$ cat config.mk
export PLATFORM = sky130hd
export DESIGN_NAME = trap_seq_flat
export DESIGN_NICKNAME = d
export VERILOG_FILES = /design/src/rtl/trap_seq_if.sv /design/src/rtl/trap_seq.sv /design/src/flat_wrapper.sv
export SDC_FILE = /design/constraint.sdc
export NUM_CORES = 1
export LEC_CHECK = 0
export ABC_AREA = 1
export BUFFER_PORTS_ARGS = -buffer_cell sky130_fd_sc_hd__buf_2
export CAP_MARGIN = 20
export CORE_MARGIN = 2
export CORE_UTILIZATION = 45
export CTS_CLUSTER_SIZE = 16
export DETAILED_ROUTE_END_ITERATION = 10
export GPL_TIMING_DRIVEN = 0
export PLACE_DENSITY = 0.77
export SETUP_SLACK_MARGIN = 0.15
export SYNTH_ARGS = -nofsm -noshare
export SYNTH_HDL_FRONTEND = slang
export SYNTH_SLANG_ARGS = --single-unit
$ cat constraint.sdc
create_clock -name clk -period 2.1 [get_ports clk]
set_input_delay 0.105 -clock clk [delete_from_list [all_inputs] [get_ports clk]]
set_output_delay 0.105 -clock clk [all_outputs]
set_load 0.005 [all_outputs]
$ cat src/rtl/trap_seq_if.sv
// trap_seq_if: trap-side CSR port between the trap sequencer and the CSR unit.
// rdata is a combinational read of addr in the same cycle.
interface trap_seq_if;
    logic        we;
    logic [11:0] addr;
    logic [31:0] wdata;
    logic [31:0] rdata;
    modport master (output we, addr, wdata, input rdata);
    modport slave  (input we, addr, wdata, output rdata);
endinterface

$ cat src/rtl/trap_seq.sv
// trap_seq: trap entry / mret sequencer driving the CSR unit's trap port.
// Writes epc/cause/tval/mstatus then redirects fetch; retries writes that lose to an idex CSR write.
module trap_seq #(
    parameter bit VECTORED_EN = 1'b1
) (
    input  logic        clk,
    input  logic        rst_n,
    input  logic        hx_valid_i,
    input  logic [31:0] pc_i,
    input  logic [31:0] pc_next_i,
    input  logic [31:0] inst_i,
    input  logic        illegal_i,
    input  logic        ebreak_i,
    input  logic        ecall_i,
    input  logic        mret_i,
    input  logic        ex_irq_i,
    input  logic        soft_irq_i,
    input  logic        tcmp_irq_i,
    input  logic        mstatus_mie_i,
    input  logic        idex_csr_we_i,
    trap_seq_if.master  csr,
    output logic        hold_o,
    output logic        jump_o,
    output logic [31:0] jump_addr_o
);
    typedef enum logic [2:0] {IDLE, W_EPC, W_CAUSE, W_TVAL, W_STAT, JUMP, R_STAT, R_JUMP} state_t;
    state_t      r_state;
    logic [31:0] r_epc, r_cause, r_tval;
    logic        w_irq, w_accept, w_wr, w_vec, w_adv;
    logic [4:0]  w_code;
    logic [31:0] w_base;
    assign w_irq    = hx_valid_i & mstatus_mie_i & (ex_irq_i | soft_irq_i | tcmp_irq_i);
    assign w_code   = ex_irq_i ? 5'd11 : soft_irq_i ? 5'd3 : 5'd7;
    assign w_accept = rst_n & (r_state == IDLE) & (illegal_i | ebreak_i | ecall_i | mret_i | w_irq);
    assign w_wr     = r_state inside {W_EPC, W_CAUSE, W_TVAL, W_STAT, R_STAT};
    assign w_adv    = ~idex_csr_we_i;
    assign w_base   = {csr.rdata[31:2], 2'b00};
    // r_cause[31] marks an interrupt, the only case that may use the vector table
    assign w_vec    = VECTORED_EN & (csr.rdata[1:0] == 2'b01) & r_cause[31];
    always_ff @(posedge clk or negedge rst_n) begin
        if (!rst_n) begin
            r_state <= IDLE;
            r_epc   <= '0;
            r_cause <= '0;
            r_tval  <= '0;
        end else begin
            case (r_state)
                IDLE: begin
                    if (illegal_i) begin
                        r_state <= W_EPC;
                        r_cause <= 32'd2;
                        r_epc   <= pc_i;
                        r_tval  <= inst_i;
                    end else if (ebreak_i) begin
                        r_state <= W_EPC;
                        r_cause <= 32'd3;
                        r_epc   <= pc_i;
                        r_tval  <= pc_i;
                    end else if (ecall_i) begin
                        r_state <= W_EPC;
                        r_cause <= 32'd11;
                        r_epc   <= pc_i;
                        r_tval  <= '0;
                    end else if (mret_i) begin
                        r_state <= R_STAT;
                    end else if (w_irq) begin
                        r_state <= W_EPC;
                        r_cause <= {1'b1, 26'd0, w_code};
                        r_epc   <= pc_next_i;
                        r_tval  <= '0;
                    end
                end
                W_EPC:   if (w_adv) r_state <= W_CAUSE;
                W_CAUSE: if (w_adv) r_state <= W_TVAL;
                W_TVAL:  if (w_adv) r_state <= W_STAT;
                W_STAT:  if (w_adv) r_state <= JUMP;
                R_STAT:  if (w_adv) r_state <= R_JUMP;
                default: r_state <= IDLE;
            endcase
        end
    end
    assign csr.we = w_wr & w_adv;
    always_comb begin
        csr.addr = (r_state == W_EPC || r_state == R_JUMP) ? 12'h341 :
                   (r_state == W_CAUSE)                    ? 12'h342 :
                   (r_state == W_TVAL)                     ? 12'h343 :
                   (r_state == W_STAT || r_state == R_STAT) ? 12'h300 :
                   (r_state == JUMP)                       ? 12'h305 : 12'h000;
        csr.wdata = (r_state == W_EPC)   ? r_epc :
                    (r_state == W_CAUSE) ? r_cause :
                    (r_state == W_TVAL)  ? r_tval :
                    (r_state == W_STAT)  ? {csr.rdata[31:8], csr.rdata[3], csr.rdata[6:4], 1'b0, csr.rdata[2:0]} :
                    (r_state == R_STAT)  ? {csr.rdata[31:8], 1'b1, csr.rdata[6:4], csr.rdata[7], csr.rdata[2:0]} :
                    32'd0;
        jump_addr_o = (r_state == JUMP)   ? w_base + (w_vec ? {25'd0, r_cause[4:0], 2'b00} : 32'd0) :
                      (r_state == R_JUMP) ? csr.rdata : 32'd0;
    end
    assign hold_o = w_accept | (r_state != IDLE);
    assign jump_o = (r_state == JUMP) | (r_state == R_JUMP);
endmodule

$ cat src/flat_wrapper.sv
// flat-port wrapper written by rule: the top's interface ports become plain ports
module trap_seq_flat 
#(
    parameter bit VECTORED_EN = 1'b1
)
  (clk, rst_n, hx_valid_i, pc_i, pc_next_i, inst_i, illegal_i, ebreak_i, ecall_i, mret_i, ex_irq_i, soft_irq_i, tcmp_irq_i, mstatus_mie_i, idex_csr_we_i, hold_o, jump_o, jump_addr_o, csr_we, csr_addr, csr_wdata, csr_rdata);
  trap_seq_if csr_i ();
  input  logic clk;
  input  logic rst_n;
  input  logic hx_valid_i;
  input  logic [31:0] pc_i;
  input  logic [31:0] pc_next_i;
  input  logic [31:0] inst_i;
  input  logic illegal_i;
  input  logic ebreak_i;
  input  logic ecall_i;
  input  logic mret_i;
  input  logic ex_irq_i;
  input  logic soft_irq_i;
  input  logic tcmp_irq_i;
  input  logic mstatus_mie_i;
  input  logic idex_csr_we_i;
  output logic hold_o;
  output logic jump_o;
  output logic [31:0] jump_addr_o;
  output wire logic [$bits(csr_i.we)-1:0] csr_we;
  output wire logic [$bits(csr_i.addr)-1:0] csr_addr;
  output wire logic [$bits(csr_i.wdata)-1:0] csr_wdata;
  input wire logic [$bits(csr_i.rdata)-1:0] csr_rdata;
  assign csr_we = csr_i.we;
  assign csr_addr = csr_i.addr;
  assign csr_wdata = csr_i.wdata;
  assign csr_i.rdata = csr_rdata;
  trap_seq #(.VECTORED_EN(VECTORED_EN)) u_core (.clk(clk), .rst_n(rst_n), .hx_valid_i(hx_valid_i), .pc_i(pc_i), .pc_next_i(pc_next_i), .inst_i(inst_i), .illegal_i(illegal_i), .ebreak_i(ebreak_i), .ecall_i(ecall_i), .mret_i(mret_i), .ex_irq_i(ex_irq_i), .soft_irq_i(soft_irq_i), .tcmp_irq_i(tcmp_irq_i), .mstatus_mie_i(mstatus_mie_i), .idex_csr_we_i(idex_csr_we_i), .csr(csr_i), .hold_o(hold_o), .jump_o(jump_o), .jump_addr_o(jump_addr_o));
endmodule
Word level (Yosys, flattened, before mapping)
Cells that the tools add are included.

Bits in registers: 99. Bits of input ports: 140. Output and inout bits: 79. Logic and storage cells: 84.

Add/subtract/negate cells: 1. Equal/unequal tests: 15. Mux-type cells: 41. Bitwise operators: 15. Reductions and logical operators: 8.

Operator list (number): $mux 32 (22); $mux 12 (4); $mux 3 (11); $add 32x32->32 (1); $pmux 3 s6 (1); $eq 3x3->1 const B (4); $mux 10 (1); $ne 2x2->1 const B (5); $or 1x1->1 (8); $mux 7 (1); $and 1x1->1 (6); $eq 3x2->1 const B (2); $ne 6x5->1 const B (1); $reduce_and 6->1 (1); $mux 5 (1); $reduce_bool 5->1 (1); $ne 4x4->1 const B (1); $reduce_bool 4->1 (1); $eq 3x1->1 const B (1); $logic_not 3->1 (1); $reduce_and 3->1 (1); $reduce_bool 3->1 (1); $eq 2x1->1 const B (1); $logic_or 1x1->1 (2); $not 1->1 (1).

Depth between registers and ports, before layout
Gate-level depths: netlist of run 1.

Depth after elaboration: 9. Gate-level depth with buffers: 14.

Least setup slack after synthesis of run 1
OpenSTA, ideal clock, no wires.

Path type: reg-to-output. Start: register u_core.r_cause[31]. End: output jump_addr_o[22]. Arrival: 1.890 ns. Data required time: 1.995 ns. Slack: 0.105 ns. Stages on the path, launching flop included: 14. Cell sequence: dfrtp_1 nand3_1 nor2_1 ha_1 fa_1 nand2_1 nand2_1 o21ai_1 nor2_1 nand2_1 inv_1 nand3_1 nand2_1 nor2_1.

Cells in the longest elaborated chain, start to end: 4.

RTL lines: from (decl) (line trap_seq.sv:28) `logic [31:0] r_epc, r_cause, r_tval;`; from (signal assigned) (line trap_seq.sv:68) `r_cause <= {1'b1, 26'd0, w_code};`; $and 1x1->1 (line trap_seq.sv:39) `assign w_vec = VECTORED_EN & (csr.rdata[1:0] == 2'b01) & r_cause[31];`; $mux 7 (line trap_seq.sv:95) `jump_addr_o = (r_state == JUMP) ? w_base + (w_vec ? {25'd0, r_cause[4:0], 2'b00} : 32'd0) :`; $add 32x32->32 (line trap_seq.sv:95); $mux 32 (line trap_seq.sv:95); to (decl) (line flat_wrapper.sv:25) `output logic [31:0] jump_addr_o;`.

No other way between the ends.

Worst setup path after layout of run 1
Start: register u_core.r_cause[31]. End: output jump_addr_o[21].

Same word-level chain as after synthesis.

==> results of run 1 <==
==> power groups by stage <==
stage          Clock [µW]  Sequential [µW]  Combinational, µW
2_1_floorplan           0             2210               2430
3_3_place_gp            0             2250               3900
3_5_place_dp            0             2270               3950
4_1_cts              1710             2260               4390
5_1_grt              1780             2340               5280
6_report             1710             2290               4860
==> layout make-up <==
cell class / instances / area share
Antenna cell: 1 / 0.000306
Buffer: 49 / 0.0410
Clock buffer: 14 / 0.0335
Clock inverter: 2 / 0.00735
Inverter: 126 / 0.0593
Multi-Input combinational cell: 685 / 0.440
Sequential cell: 72 / 0.221
Tap cell: 172 / 0.0263
Timing Repair Buffer: 246 / 0.172
==> through the flow <==
stage / setup TNS (ns) / std cells / cell area [µm²] / hold slack (ns) / util
global route: -12.52 / 1366 / 8170 / 0.0780 / 0.655
CTS: -4.15 / 1355 / 7870 / 0.0619 / 0.631
detailed placement: -1.64 / 1315 / 6990 / 0.0392 / 0.561
finish: -10.09 / 1367 / 8170 / 0.0602 / 0.655
global placement: -1.52 / 1314 / 6960 / 0.401 / 0.558
floorplan: 0 / 932 / 5690 / -0.191 / -
==> worst paths after layout <==
path | from | to | slack, ns | cells past startpoint
worst max-delay path | u_core.r_cause[31] | jump_addr_o[21] | -0.47 | 15
worst min-delay path | pc_next_i[27] | u_core.r_epc[27] | 0.06 | 5
worst max register to register | u_core.r_state[2] | u_core.r_epc[22] | 0.29 | 11
worst min register to register | u_core.r_epc[25] | u_core.r_epc[25] | 0.48 | 2
max in group asynchronous | rst_n | u_core.r_state[2] | 1.31 | 3
min in group asynchronous | rst_n | u_core.r_epc[30] | 0.22 | 2
==> synth_stat cells, types with 2 or more instances <==
cell / n
nand3b_1: 2
o21ai_2: 10
buf_2: 15
nand4_1: 7
nor3_1: 4
o221ai_1: 25
a31oi_1: 2
nand3_1: 39
xor2_1: 3
ha_1: 4
a21boi_0: 2
inv_2: 3
buf_4: 8
a21oi_1: 14
inv_1: 120
clkinv_1: 2
nor2_2: 4
o21ai_0: 103
o211ai_1: 3
o21ai_1: 2
o22ai_1: 6
nor2_1: 63
clkbuf_1: 19
buf_6: 6
nand2_1: 375
dfrtp_1: 72
==> worst max-delay path, cell delays in order, from the launching register on <==
cell     delay (ns)
dfrtp_1        0.42
nand3_4        0.14
buf_6          0.15
buf_6          0.11
nor2_4         0.12
ha_4           0.24
nand3_1        0.14
nand3_2        0.15
buf_4          0.17
nand2_1        0.08
nand2_1        0.05
nand2_1        0.05
nand2_1        0.08
nand2_1        0.07
nand2_1        0.05
buf_2          0.12
==> metal layers <==
metal,vias to the layer above,part of all wire
li1,3451,-
met1,3347,0.41
met2,450,0.47
met3,55,0.095
met4,0,0.030
met5,-,0
==> cells by family (layout without fill, tap and decap cells) <==
logic type      after synthesis  in the layout  share of synthesized area
compound gates              170            170                      0.179
xor+xnor                      3              3                    0.00464
fa+ha+maj                     5              5                     0.0124
buf+inv                     175            437                      0.133
flops                        72             72                      0.318
other cells                   1              7                   0.000661
simple gates                501            501                      0.353
==> state kept, by name, summed over array words and instances, names as in the netlist <==
signal          cells
u_core.r_cause      5
u_core.r_epc       32
u_core.r_state      3
u_core.r_tval      32
==> repair_timing <==
| item | CTS | global route |
|---|---|---|
| resized for setup | 96 | 59 |
| pin swaps | 20 | 33 |
| setup endpoints to repair | 68 | 94 |
| gates cloned | 0 | 2 |
| setup buffers | 23 | 9 |
| hold endpoints to repair | 23 | 0 |
| hold buffers | 1 | 0 |
==> flow_summary.ini, run 1 <==
[outcome]
outcome = finished, violations left
failed_checks = negative setup slack

[finish]
areaGrowthSynthToFinish_pct = 44.1
drive_gt1_frac = 0.334
regArea_mm2 = 0.00180
num-fill-cells = 1133
multiInputGateArea_mm2 = 0.00359
nets = 1334
final_common_cell = nand2_1
mostFrequentLayoutCells = 351 x nand2_1, 223 x buf_2, 115 x inv_1, 97 x o21ai_0, 71 x dfrtp_1

[global_route]
grtUsageTotal = 0.320
met3_usage = 0.0628
grt-ovfl-total = 0
grt_pass1_wl_mm = 33.2
grt_pass1_vias = 6710
grt_max_degree = 51
grt.busiest_layer = met2
met2_usage = 0.539
use_met1 = 0.411
grt_antenna_before_repair = 1

[placement]
io_buffers = 210
post-dp-hpwl_mm = 16.6
gp_congestion = 0.974
post-place-ws_ns = -0.302

[synth]
syn_area_mm2 = 0.00567
synthTopCellsByArea = dfrtp_1 32%, nand2_1 25%, o21ai_0 9.1%
synthCells = 927
synth_edf_count = 0
avgSynthCellArea_um2 = 6.12
synth-seq-cells = 72
synth_area_leader_cell = dfrtp_1
synth_top_area_share = 0.318
ys_types = 40
yosysWarnings = 0
synth_ff_type = dfrtp_1
async_flop_share = 1.00
ys_seq_area_frac = 0.318

[clocking]
clock_sinks = 72
clkTransAtPathRegs_ns = 0.06
clk_path_buf_depth = 2
worstSkewPairLatency_ns = 0.34
htree_levels = 3
cts-root-buf = clkbuf_16
tritoncts = done
numCtsBuffers = 9

[route]
antenna_left = 0
via_per_inst = 5.34
drt-initial-drc-count = 852
drc = 0
vias = 7303
wl_per_cell_um = 16.5
dr.pass1.iters = 5
drt_wl_total_mm = 22.5

[pwr]
p_comb_frac = 0.548
p_sw_uw = 3790
p_clk_frac = 0.193
ir_drop_mv = 0.480
power.density_mw_per_mm2 = 1090
p_seq_frac = 0.258
p_sw_frac = 0.427
p_leak_uw = 0.00437
internal_power_uw = 5080
finalPower_uw = 8870

[sta]
setup-violations-final = 28
layout_setup_ws_ns = -0.468
finalCritPeriodShare = 1.22
clock_skew_ns = 0.00705
hold_viol = 0
relSlewSlack = 0.635
max_clock_freq_mhz = 389
tightest_slew_ns = 0.548
drv_slew = 0
period_needed_ns = 2.57
rsz0062_at_grt = yes

[critical_path]
startpoint_type = flip-flop
critPathRequiredTime_ns = 2.00
crit_fanout = 6
worstPathArrival_ns = 2.46
worstSetupPathType = flip-flop to primary output
crit_path_end_kind = primary output

[min_path]
hold_class = primary input to flip-flop

[floorplanning]
fp.dieH_um = 116
rows = 41
dieWidth_um = 116
dieArea_mm2 = 0.0135
start_util = 0.455
core-area_mm2 = 0.0125
io_pins = 219

[job]
cap_violations = 0
Power figures use the tool's default switching activity.
==> inputs of run 2 (changes only) <==
GPL_TIMING_DRIVEN = not set   (was 0)
==> run 2 against run 1 <==
  * The run still ends with negative setup slack left
  * Design area decreased by 0.12%
  * Clock skew is 0.0013 ns lower
  * Utilization decreased by 0.080 points
  * Via count decreased by 2.5%
  * Sequential share of layout area about the same
  * Wire length shrank 3.6%
  * Critical path depth down 1
  * Cell count decreased by 2.0%
  * Combinational power about the same
  * Maximum frequency rose by 7.6%
==> flow_summary.ini, run 2 (same netlist as run 1, synthesis figures left out) <==
[outcome]
outcome = finished, violations left
failed_checks = negative setup slack

[sta]
finalCritPeriodShare = 1.14
tightest_slew_ns = 0.740
max_clock_freq_mhz = 419
rsz0062_at_grt = yes
setup-violations-final = 28
whs_ns = 0.0665
clock_skew_ns = 0.00576
hold_viol = 0
drv_slew = 0
period_needed_ns = 2.39
relSlewSlack = 0.506
layout_setup_ws_ns = -0.286

[pwr]
p_leak_uw = 0.00434
power.density_mw_per_mm2 = 1060
ir_drop_mv = 0.577

[route]
wl_per_cell_um = 16.2
via_per_inst = 5.31
vias = 7122
drt_wl_total_mm = 21.7
dr.pass1.iters = 5
drc = 0
drt-initial-drc-count = 685
antenna_left = 0

[clocking]
clock_sinks = 72
clk_path_buf_depth = 2
numCtsBuffers = 9
htree_levels = 3
cts-root-buf = clkbuf_16
tritoncts = done
worstSkewPairLatency_ns = 0.33
clkTransAtPathRegs_ns = 0.06

[finish]
final_util = 0.655
drive_gt1_frac = 0.345
regArea_mm2 = 0.00180
final_cell_area_mm2 = 0.00816
mostFrequentLayoutCells = 340 x nand2_1, 210 x buf_2, 118 x inv_1, 96 x o21ai_0, 70 x dfrtp_1
final_common_cell = nand2_1
areaGrowthSynthToFinish_pct = 43.9
largestRegisters = u_core.r_epc x32, u_core.r_tval x32, u_core.r_cause x5
num-fill-cells = 1182
final_cells = 1340
nets = 1305
multiInputGateArea_mm2 = 0.00371

[critical_path]
crit_fanout = 4
startpoint_type = flip-flop
r2r_cells = 10
crit_path_end_kind = primary output
critPathLaunch = u_core.r_cause[31]
rr_startpoint = u_core.r_state[1]
worstPathArrival_ns = 2.28
critPathRequiredTime_ns = 2.00
rrSetupSlack_ns = 0.26
timing.rr.end = u_core.r_tval[9]
worstSetupPathType = flip-flop to primary output
crit_end = jump_addr_o[22]

[global_route]
grt-ovfl-total = 0
grtUsageTotal = 0.298
grt_max_degree = 55
grt_pass1_vias = 6102
grt_antenna_before_repair = 4
grt_pass1_wl_mm = 30.7

[placement]
post-dp-hpwl_mm = 15.5
gp_congestion = 0.939
io_buffers = 212
placed_area_mm2 = 0.00698
dp.cells = 1298

[floorplanning]
core-area_mm2 = 0.0125
dieWidth_um = 116
fp.dieH_um = 116
io_pins = 219
dieArea_mm2 = 0.0135
start_util = 0.455
rows = 41

[job]
cap_violations = 0

[min_path]
hold_class = primary input to flip-flop
whs_path_depth = 5
==> run 2: report_power, final <==
part	internal (µW)	switching [µW]	total (µW)
Combinational	1950	2920	4860
Clock	896	583	1480
Sequential	2020	308	2330
Total	4860	3810	8670
==> run 2: critical path, cell delays in order (launching register included) <==
cell,delay (ns)
dfrtp_1,0.39
nand3_2,0.10
nor2_2,0.04
ha_2,0.18
fa_2,0.36
nand2_2,0.10
nand2_2,0.09
o21ai_4,0.12
nor2_4,0.09
nand2_2,0.09
inv_1,0.06
nand3_1,0.06
nand2_1,0.05
nor2_1,0.10
buf_2,0.12
==> run 2: stage by stage <==
| stage | power (µW) | TNS [ns] | worst slack (ns) |
|---|---|---|---|
| 2_1_floorplan | 4640 | 0 | 0.160 |
| 3_3_place_gp | 6070 | 0 | 0.00331 |
| 3_5_place_dp | 6150 | -0.0800 | -0.0394 |
| 4_1_cts | 7730 | -3.97 | -0.208 |
| 5_1_grt | 9230 | -9.04 | -0.436 |
| 6_report | 8670 | -5.99 | -0.286 |
==> run 2: worst min-delay path by stage <==
stage                         to           from
5_1_grt        u_core.r_cause[0]      illegal_i
3_3_place_gp    u_core.r_epc[17]          rst_n
6_report        u_core.r_epc[30]  pc_next_i[30]
4_1_cts         u_core.r_epc[30]  pc_next_i[30]
3_5_place_dp    u_core.r_epc[17]          rst_n
2_1_floorplan  u_core.r_cause[0]          rst_n
==> run 2: routing by layer <==
layer / global-route usage / routed length (µm) / vias to the layer above
li1: - / - / 3399
met1: 0.397 / 8900 / 3298
met2: 0.486 / 10200 / 376
met3: 0.0623 / 2030 / 47
met4: 0.0976 / 526 / 2
met5: 0 / 10 / -
==> run 2: final cells by class <==
cell class / instances / area share
Multi-Input combinational cell: 685 / 0.455
Sequential cell: 72 / 0.221
Timing Repair Buffer: 265 / 0.200
Inverter: 126 / 0.0600
Clock buffer: 12 / 0.0327
Tap cell: 172 / 0.0264
Clock inverter: 4 / 0.00337
Timing Repair inverter: 1 / 0.000920
Antenna cell: 3 / 0.000920
==> run 2: repair_timing <==
item / 4_1_cts / 5_1_grt
buffers inserted: 1 / 18
endpoints found under the hold margin: 21 / 0
endpoints found under the setup margin: 53 / 60
hold buffers: 1 / 0
pin swaps: 31 / 27
gates cloned: 0 / 3
gates resized for setup: 71 / 93
